$ cat src/rtl/mac_pkg.sv
// mac_pkg: shared FSM state type and default geometry for the MAC operand feeder.
package mac_pkg;
  typedef enum logic [1:0] {ST_LOAD, ST_STREAM, ST_DRAIN, ST_RESULT} state_t;
  localparam int WIDTH_DEF = 16;
  localparam int DEPTH_DEF = 8;
  localparam int DRAIN_DEF = 1;
endpackage

$ cat src/rtl/mac_operand_buf.sv
// mac_operand_buf: DEPTH x {in, w} register file, one write port, one combinational read port.
module mac_operand_buf #(
  parameter int WIDTH = 16,
  parameter int DEPTH = 8,
  localparam int AW = $clog2(DEPTH)
) (
  input  logic                    clk,
  input  logic                    we,
  input  logic [AW-1:0]           waddr,
  input  logic signed [WIDTH-1:0] win,
  input  logic signed [WIDTH-1:0] ww,
  input  logic [AW-1:0]           raddr,
  output logic signed [WIDTH-1:0] rin,
  output logic signed [WIDTH-1:0] rw
);
  logic [2*WIDTH-1:0] mem [DEPTH];
  always_ff @(posedge clk)
    if (we) mem[waddr] <= {win, ww};
  assign {rin, rw} = mem[raddr];
endmodule

$ cat src/rtl/mac_feeder.sv
// mac_feeder: buffers a vector of operand pairs, streams it gap-free into an external MAC,
// waits for the accumulator to settle and holds the dot product until the consumer takes it.
module mac_feeder
  import mac_pkg::*;
#(
  parameter int WIDTH = WIDTH_DEF,
  parameter int DEPTH = DEPTH_DEF,
  parameter int DRAIN = DRAIN_DEF
) (
  input  logic                    clk,
  input  logic                    rstb,
  input  logic                    ld_valid,
  output logic                    ld_ready,
  input  logic signed [WIDTH-1:0] ld_in,
  input  logic signed [WIDTH-1:0] ld_w,
  output logic signed [WIDTH-1:0] mac_in,
  output logic signed [WIDTH-1:0] mac_w,
  output logic                    mac_en,
  output logic                    mac_clr,
  input  logic signed [WIDTH-1:0] mac_out,
  output logic                    res_valid,
  input  logic                    res_ready,
  output logic signed [WIDTH-1:0] res_data
);
  localparam int AW = $clog2(DEPTH);
  localparam int DW = $clog2(DRAIN + 1);
  state_t state_q, state_d;
  logic [AW-1:0] wr_q, wr_d, rd_q, rd_d;
  logic [DW-1:0] dc_q, dc_d;
  logic signed [WIDTH-1:0] res_q, res_d, b_in, b_w;
  logic ld_hs, st;
  mac_operand_buf #(.WIDTH(WIDTH), .DEPTH(DEPTH)) u_buf (
    .clk(clk), .we(ld_hs), .waddr(wr_q), .win(ld_in), .ww(ld_w),
    .raddr(rd_q), .rin(b_in), .rw(b_w)
  );
  // ld_ready also drops while reset is held so every output reads 0 during reset
  assign ld_ready  = state_q == ST_LOAD && !rstb;
  assign ld_hs     = ld_valid && ld_ready;
  assign st        = state_q == ST_STREAM;
  assign mac_in    = st ? b_in : '0;
  assign mac_w     = st ? b_w : '0;
  assign mac_en    = st;
  assign mac_clr   = st && rd_q == '0;
  assign res_valid = state_q == ST_RESULT;
  assign res_data  = res_q;
  always_comb begin
    state_d = state_q;
    wr_d = wr_q;
    rd_d = rd_q;
    dc_d = dc_q;
    res_d = res_q;
    if (state_q == ST_LOAD && ld_hs) begin
      wr_d = wr_q + AW'(1);
      if (wr_q == AW'(DEPTH - 1)) begin
        state_d = ST_STREAM;
        rd_d = '0;
      end
    end
    if (st) begin
      rd_d = rd_q + AW'(1);
      state_d = rd_q == AW'(DEPTH - 1) ? ST_DRAIN : ST_STREAM;
      dc_d = '0;
    end
    if (state_q == ST_DRAIN) begin
      dc_d = dc_q + DW'(1);
      if (dc_q == DW'(DRAIN - 1)) begin
        dc_d = '0;
        res_d = mac_out;
        state_d = ST_RESULT;
      end
    end
    if (state_q == ST_RESULT && res_ready) state_d = ST_LOAD;
  end
  always_ff @(posedge clk or posedge rstb)
    if (rstb) begin
      state_q <= ST_LOAD;
      wr_q <= '0;
      rd_q <= '0;
      dc_q <= '0;
      res_q <= '0;
    end else begin
      state_q <= state_d;
      wr_q <= wr_d;
      rd_q <= rd_d;
      dc_q <= dc_d;
      res_q <= res_d;
    end
endmodule

$ cat config.mk
export PLATFORM = sky130hd
export DESIGN_NAME = mac_feeder
export DESIGN_NICKNAME = d
export VERILOG_FILES = /design/src/rtl/mac_pkg.sv /design/src/rtl/mac_operand_buf.sv /design/src/rtl/mac_feeder.sv
export SDC_FILE = /design/constraint.sdc
export NUM_CORES = 1
export LEC_CHECK = 0
export ABC_AREA = 1
export CAP_MARGIN = 5
export CELL_PAD_IN_SITES_DETAIL_PLACEMENT = 1
export CELL_PAD_IN_SITES_GLOBAL_PLACEMENT = 1
export CORE_ASPECT_RATIO = 1.4
export CORE_MARGIN = 3
export CORE_UTILIZATION = 40
export DETAILED_ROUTE_END_ITERATION = 7
export PLACE_DENSITY_LB_ADDON = 0.1
export SYNTH_ARGS = -nofsm -noshare
export SYNTH_HDL_FRONTEND = slang
export SYNTH_SLANG_ARGS = --single-unit
$ cat constraint.sdc
create_clock -name clk -period 2.9 [get_ports clk]
set_input_delay 0.58 -clock clk [delete_from_list [all_inputs] [get_ports clk]]
set_output_delay 0.58 -clock clk [all_outputs]
set_load 0.05 [all_outputs]
# Yosys cells after proc, flatten, opt, wreduce, memory -nomap -nowiden
# Memory sizes are Yosys's and may differ from the RTL's.
# Cells that the tools add are included.
# totals
register_bits	25
ram_bits	256
in_bits	52
out_inout_bits	52
elab_cells	45
mem_count	1
# mem_list
name	words	width	read_ports	rd_clocked_by_memory_dff	write_ports	line_no	text
u_buf.mem	8	32	1	0	1	mac_operand_buf.sv:16	logic [2*WIDTH-1:0] mem [DEPTH];
# classes
addsub	3
eq_ne	5
muxes	17
n_bitwise	1
n_reduce_logical	13
# op_table
op	count
2-to-1 mux 16 bit	2
2-to-1 mux 2 bit	7
2-to-1 mux 3 bit	3
adder 3 x 1 -> 3 bit, second input constant	2
== test 3 bit, second input constant	2
nonzero test 2 bit	3
logical AND 1 bit	5
2-to-1 mux 1 bit	5
== test 2 bit, second input constant	2
AND reduction 2 bit	2
zero test 3 bit	1
== test 2 x 1 -> 1 bit, second input constant	1
zero test 2 bit	1
adder 1 bit, second input constant	1
zero test 1 bit	1
inverter 1 bit	1

# Logic depth before layout (Yosys ltp)
# Gate-level depths: netlist of run 1.
# depth
ltp_word	9
ltp_mapped	9
mapped_depth_nobuf	8

# Cells and area by module
# A second synthesis of run 1 with hierarchy kept.
# unflattened
hier_cells	1325
area_unflattened_um2	12659.6
# modules_own_cells
mod	instances	cells_per_inst	area_per_inst_um2	seq_area_each_um2
mac_operand_buf	1	1124	11232.0	7687.4
mac_feeder	1	201	1427.6	600.6

# Least setup slack after synthesis of run 1
# OpenSTA, ideal clock, no wires.
# synth_timing
kind	in2reg
start	input port rstb
end	memory u_buf.mem[0][0] (netlist name), enable pin
setup_ns	0.421
arrival_time_ns	3.110
required_ns	2.479
path_slack_ns	-0.631
cell_stages	4
n_path_buf	0
cell_sequence	inv_1 > nand3_1 > or2_2 > nor2_1
# synth_between
elab_chain_cells	5
# synth_rtl
item	line_no	text
start: declaration	mac_feeder.sv:11	input logic rstb,
zero test 1 bit (no line)	n/a	
logical AND 1 bit	mac_feeder.sv:37	assign ld_ready = state_q == ST_LOAD && !rstb;
logical AND 1 bit	mac_feeder.sv:38	assign ld_hs = ld_valid && ld_ready;
2-to-1 mux 1 bit	mac_operand_buf.sv:18	if (we) mem[waddr] <= {win, ww};
2-to-1 mux 1 bit (not written as such)	mac_operand_buf.sv:18	
end: declaration	mac_operand_buf.sv:16	
# Every way passes these cells.

# Worst setup path after layout of run 1
# layout_timing
start	register rd_q[1]
end	output port mac_clr
# layout_between
elab_chain_cells	2
# layout_rtl
item	line_no	text
start: declaration	mac_feeder.sv:28	logic [AW-1:0] wr_q, wr_d, rd_q, rd_d;
start signal: assignment	mac_feeder.sv:84	rd_q <= rd_d;
zero test 3 bit	mac_feeder.sv:43	assign mac_clr = st && rd_q == '0;
logical AND 1 bit	mac_feeder.sv:43	
end: declaration	mac_feeder.sv:19	output logic mac_clr,
# Every way passes these cells.

==> run summary, run 1 <==
clk sinks: 280
Hold Path Class: primary input to async pin
layout cells sized above 1: 0.119
CP Class: flip-flop to output pin
RePlAce Congestion: 0.733
CTS Buffer Depth: 3
most common cell after layout, fill and taps aside: nor2_1
Die W: 149 um
die area: 30600 sq um
Max rail drop VDD: 0.579 mV
Crit. Startpoint: rd_q[1]
vias post-DR: 7590
Cell Area, Synth: 11400 sq um
clock latency on the worst-skew pair: 0.53 ns
Clock Power Share: 0.224
top cell family by delay on the critical path: flip-flops
max incr delay on CP: 0.59 ns
Vias/cell: 5.04
die height: 206 um
global-route wire length before repair: 45100 um
Area contributors post-synth: edfxtp_1 68%, nor2_1 8.8%, nand2_1 7.6%
ant diodes: 0
worst-path fanout max: 46
DRC Markers: 0
First DRT Iteration DRCs: 541
reg-to-reg critical path startpoint: state_q[0]
row cnt: 72
Final Non-Filler Cells: 1505
WP depth: 6
Post-Syn Area per Cell: 11.4 sq um
CORE AREA: 27800 sq um
switching power: 6.57 mW
hold_buf cts: 0
Arr. time, crit path: 2.20 ns
Reg2Reg Depth: 6
status: complete, no violations
final hold slack: 0.470 ns
CTS tree: done
Max H-tree Level: 1
Pleak: 5.41 nW
Final Cell Area: 14500 sq um
cell mode on critical path: buf_12
internal power: 9.98 mW
area grow syn2layout: 27.0%
IO Count: 104
fin crit period: 2.78 ns
Worst Tran Pin Value: 0.577 ns
final setup vio count: 0
endpoint type of the worst setup path: output pin
Port Buf Inserts: 103
Synth area leader: edfxtp_1
gr ovfl total: 0
logic gate share of total power: 0.477
net count after synthesis: 1058
total CTS buffers: 27
DP Cell Count: 1443
YS warnings: 0
final net count: 1176
unrepaired setup endpoints after global routing: false
DPL Wire Length: 16100 um
Cells after Synth: 997
FILL cells: 2850
register share of total power: 0.298
Slew Limit Fails: 0
clk slew on worst S/H paths: 0.06 ns
Final period util: 0.958
worst-path cell chain: inv_2 -> buf_12 -> ha_1 -> nand2_1 -> nor2_1 -> buf_12
placed cell areas: 13300 sq um
initial antenna violation count: 0
final wirelength: 29400 um
buffer and inverter count on the worst path: 3
post-synthesis cell type count: 20
register area share after synthesis: 0.728
Worst path slowest cell: dfrtp_4
top cell type's share of synthesized area: 0.675
DRT antenna net count: 0
wire per inst: 19.5 um
Sw Share: 0.397
CTS root buf: clkbuf_16
slew margin rel.: 0.616
pwr/cell area: 1150 nW/um^2
FF+latch count, synth: 280
Max Cap Viol: 0
most frequent cells in the layout: 260 x nor2_1, 256 x edfxtp_1, 229 x nand2_1, 127 x o21ai_0, 69 x clkdlybuf4s50_1
vias in the first global route: 8176
fmax: 360 MHz
Layout Skew: 0.00923 ns
setup_tns: 0 ns
Total GRT Usage: 0.189
Hold Vio Cnt, Final: 0
Startpoint Class: flip-flop
drt first pass iters: 4
CP required: 2.32 ns
Starting Density: 0.409
largest net degree at the start of global routing: 58
[per-stage QoR]
| stage | utilization | total power [mW] | setup slack, ns |
|---|---|---|---|
| floorplan | - | 9.42 | -0.122 |
| global placement | 0.478 | 12.5 | 0.454 |
| detailed placement | 0.478 | 12.6 | 0.452 |
| CTS | 0.514 | 16.5 | 0.0167 |
| global route | 0.519 | 17.5 | 0.00271 |
| finish | 0.519 | 16.6 | 0.121 |
[logic make-up (layout without fill, tap and decap cells)]
family	count (synthesis)	count (layout)	synth area share
fa+ha+maj	9	9	0.00989
simple gates	507	507	0.168
buf+inv	66	204	0.0341
flops	280	280	0.728
compound gates	135	135	0.0596
[Yosys cell counts (all sizes together)]
library cell,count
nand4,1
buf,39
ha,9
a21boi,1
o21ai,134
nand3,4
edfxtp,256
inv,15
clkbuf,12
nor2,269
dfrtp,24
or2,2
nand2,231
[layer usage]
metal,vias to the layer above,routed length (um),global-route usage
li1,3600,-,-
met1,3832,12400,0.238
met2,128,15500,0.345
met3,30,1130,0.0311
met4,0,350,0.0337
met5,-,0,0
[registers in the layout, summed over array words and instances (netlist names)]
register / cells
res_data: 16
rd_q: 3
state_q: 2
wr_q: 3
u_buf.mem: 256
[area by class of cell]
cell class | instances | area (sq um) | share of cell area
clock inverter | 11 | 126 | 0.00874
inverter | 15 | 67.6 | 0.00467
clock buffer | 38 | 820 | 0.0567
sequential | 280 | 8300 | 0.574
timing repair buffer | 140 | 1890 | 0.131
multi-input combinational | 651 | 2790 | 0.193
tap | 370 | 463 | 0.0320
[power groups by stage]
stage          Clock, mW  Sequential, mW  Combinational [mW]
2_1_floorplan          0            5.29                4.13
3_3_place_gp           0            5.01                7.48
3_5_place_dp           0            5.01                7.57
4_1_cts             3.79            4.96                7.71
5_1_grt             3.96            4.98                8.56
6_report            3.71            4.94                7.90
[timing repair]
action / 4_1_cts / 5_1_grt
setup endpoints to repair: 32 / 28
endpoints found under the hold margin: 0 / 0
pin swaps: 0 / 1
gates resized for setup: 8 / 4
gates cloned: 1 / 3
buffers inserted: 0 / 9
[worst reg2reg max path, delay by kind of cell, from the launching register on]
family	cells	cell delay [ns]
and+or+nand+nor	3	0.72
adders and majority gates	1	0.18
DFF	1	0.42
buffers and inverters	2	0.42
[path summary, 6_finish.rpt]
path,to,slack [ns]
setup / recovery,mac_clr,0.12
max in group asynchronous,rd_q[0],2.16
hold reg to reg,res_data[9],0.47
min in group clk,res_data[9],0.47
hold / removal,wr_q[0],0.47
setup reg to reg,u_buf.mem[4][1],0.82
No activity file was read; power rests on OpenSTA's default activity.
==> inputs of run 2 (changes only) <==
--- a/config.mk
+++ b/config.mk
@@ -13,7 +13,7 @@
 export CORE_MARGIN = 3
 export CORE_UTILIZATION = 40
 export DETAILED_ROUTE_END_ITERATION = 7
-export PLACE_DENSITY_LB_ADDON = 0.1
+export PLACE_DENSITY_LB_ADDON = 0.05
 export SYNTH_ARGS = -nofsm -noshare
 export SYNTH_HDL_FRONTEND = slang
 export SYNTH_SLANG_ARGS = --single-unit
==> run 2 against run 1 <==
  * Clock power decreased by 4%
  * Total power fell by 0.74%
  * Critical endpoint is now mac_w[2]
  * Die area is the same
  * Fmax fell by 1.1%
  * Routed wire length up 2.3%
==> run summary, run 2 (synthesis gave the netlist of run 1 again) <==
status: complete, no violations
Starting Density: 0.409
Reg2Reg Depth: 7
placed cell areas: 13300 sq um
fin crit period: 2.81 ns
gr ovfl total: 0
global-route wire length before repair: 45800 um
Pleak: 5.39 nW
Reg area: 8290 sq um
CTS tree: done
layout cells sized above 1: 0.112
CTS root buf: clkbuf_16
DPL Wire Length: 17500 um
max incr delay on CP: 0.52 ns
final setup vio count: 0
Slew Limit Fails: 0
cell mode on critical path: nand2_1
Layout Skew: 0.0117 ns
most common cell after layout, fill and taps aside: nor2_1
clk slew on worst S/H paths: 0.06 ns
First DRT Iteration DRCs: 321
row cnt: 72
Hold Path Class: primary input to async pin
Final WS setup: 0.0894 ns
Largest register FFs: 256
Worst path slowest cell: dfrtp_4
CTS Buffer Depth: 3
fmax: 356 MHz
Die W: 149 um
die height: 206 um
clock latency on the worst-skew pair: 0.54 ns
pwr/cell area: 1140 nW/um^2
worst-path cell chain: buf_16 -> nor2_1 -> nor2_1 -> o21ai_0 -> nand2_1 -> nand2_1 -> nand2_1 -> buf_12
Worst Tran Pin Value: 0.537 ns
initial antenna violation count: 0
final hold slack: 0.457 ns
endpoint type of the worst setup path: output pin
multi-input logic area: 2790 sq um
Arr. time, crit path: 2.23 ns
CP Class: flip-flop to output pin
FILL cells: 2871
slew margin rel.: 0.641
IO Count: 104
hold_buf cts: 0
reg-to-reg critical path startpoint: state_q[0]
Max Cap Viol: 0
CORE AREA: 27800 sq um
Final period util: 0.969
DP Cell Count: 1451
Top reg by flops: u_buf.mem
top cell family by delay on the critical path: simple AND/OR/NAND/NOR gates
Crit. Startpoint: rd_q[0]
Startpoint Class: flip-flop
vias post-DR: 7645
ant diodes: 0
final net count: 1177
final wirelength: 30100 um
Max rail drop VDD: 0.662 mV
Final Cell Area: 14400 sq um
area grow syn2layout: 26.1%
Hold Vio Cnt, Final: 0
WP depth: 8
unrepaired setup endpoints after global routing: true
worst-path fanout max: 65
buffer and inverter count on the worst path: 2
most frequent cells in the layout: 260 x nor2_1, 256 x edfxtp_1, 231 x nand2_1, 126 x o21ai_0, 69 x clkdlybuf4s50_1
clk sinks: 280
CP required: 2.32 ns
drt first pass iters: 4
Port Buf Inserts: 103
Total GRT Usage: 0.193
DRC Markers: 0
Max H-tree Level: 1
DRT antenna net count: 0
total CTS buffers: 28
Final Non-Filler Cells: 1508
RePlAce Congestion: 0.719
setup_tns: 0 ns
die area: 30600 sq um
pre-CTS setup slack: 0.301 ns
Vias/cell: 5.07
vias in the first global route: 8210
wire per inst: 19.9 um
largest net degree at the start of global routing: 66
[run 2: metrics by stage]
stage / power (mW) / utilization
after floorplan: 9.42 / -
after global placement: 12.6 / 0.478
after detailed placement: 12.7 / 0.478
after CTS: 16.4 / 0.512
after global routing: 17.4 / 0.516
final: 16.4 / 0.516
[run 2: path summary, 6_finish.rpt]
check	slack [ns]	end
max in group asynchronous	2.18	rd_q[0]
worst max-delay path	0.09	mac_w[2]
worst min-delay path	0.46	wr_q[2]
min in group clk	0.47	res_data[11]
worst max register to register	0.64	u_buf.mem[1][3]
worst min register to register	0.47	res_data[11]
[run 2: final cells by class]
| cell class | count | share of cell area |
|---|---|---|
| repair buffers | 140 | 0.129 |
| flip-flops and latches | 280 | 0.578 |
| well taps | 370 | 0.0322 |
| inverters | 15 | 0.00427 |
| multi-input cells | 651 | 0.194 |
| clock buffers | 34 | 0.0519 |
| clock inverters | 18 | 0.0111 |
[run 2: report_power, final]
group	leakage, nW	internal (mW)	switching, mW
sequential	2.60	4.71	0.172
clock	0.446	2.08	1.49
combinational	2.35	3.05	4.94
total	5.39	9.84	6.60
[run 2: layer usage]
layer,track usage,vias to the layer above,part of all wire
met5,0,-,0
met4,0.0558,0,0.024
met3,0.0260,43,0.038
met2,0.359,141,0.53
met1,0.232,3850,0.40
li1,-,3611,-
[run 2: what timing repair did]
item                                    CTS  global route
pin swaps                                 0             1
resized for setup                         3             6
hold endpoints to repair                  0             0
cloned                                    1             3
endpoints found under the setup margin   17            24
setup buffers                             0             1
[run 2: worst min-delay path: stages]
cell and delay (ns):
clkdlybuf4s50_1 0.42, inv_1 0.08, buf_4 0.31
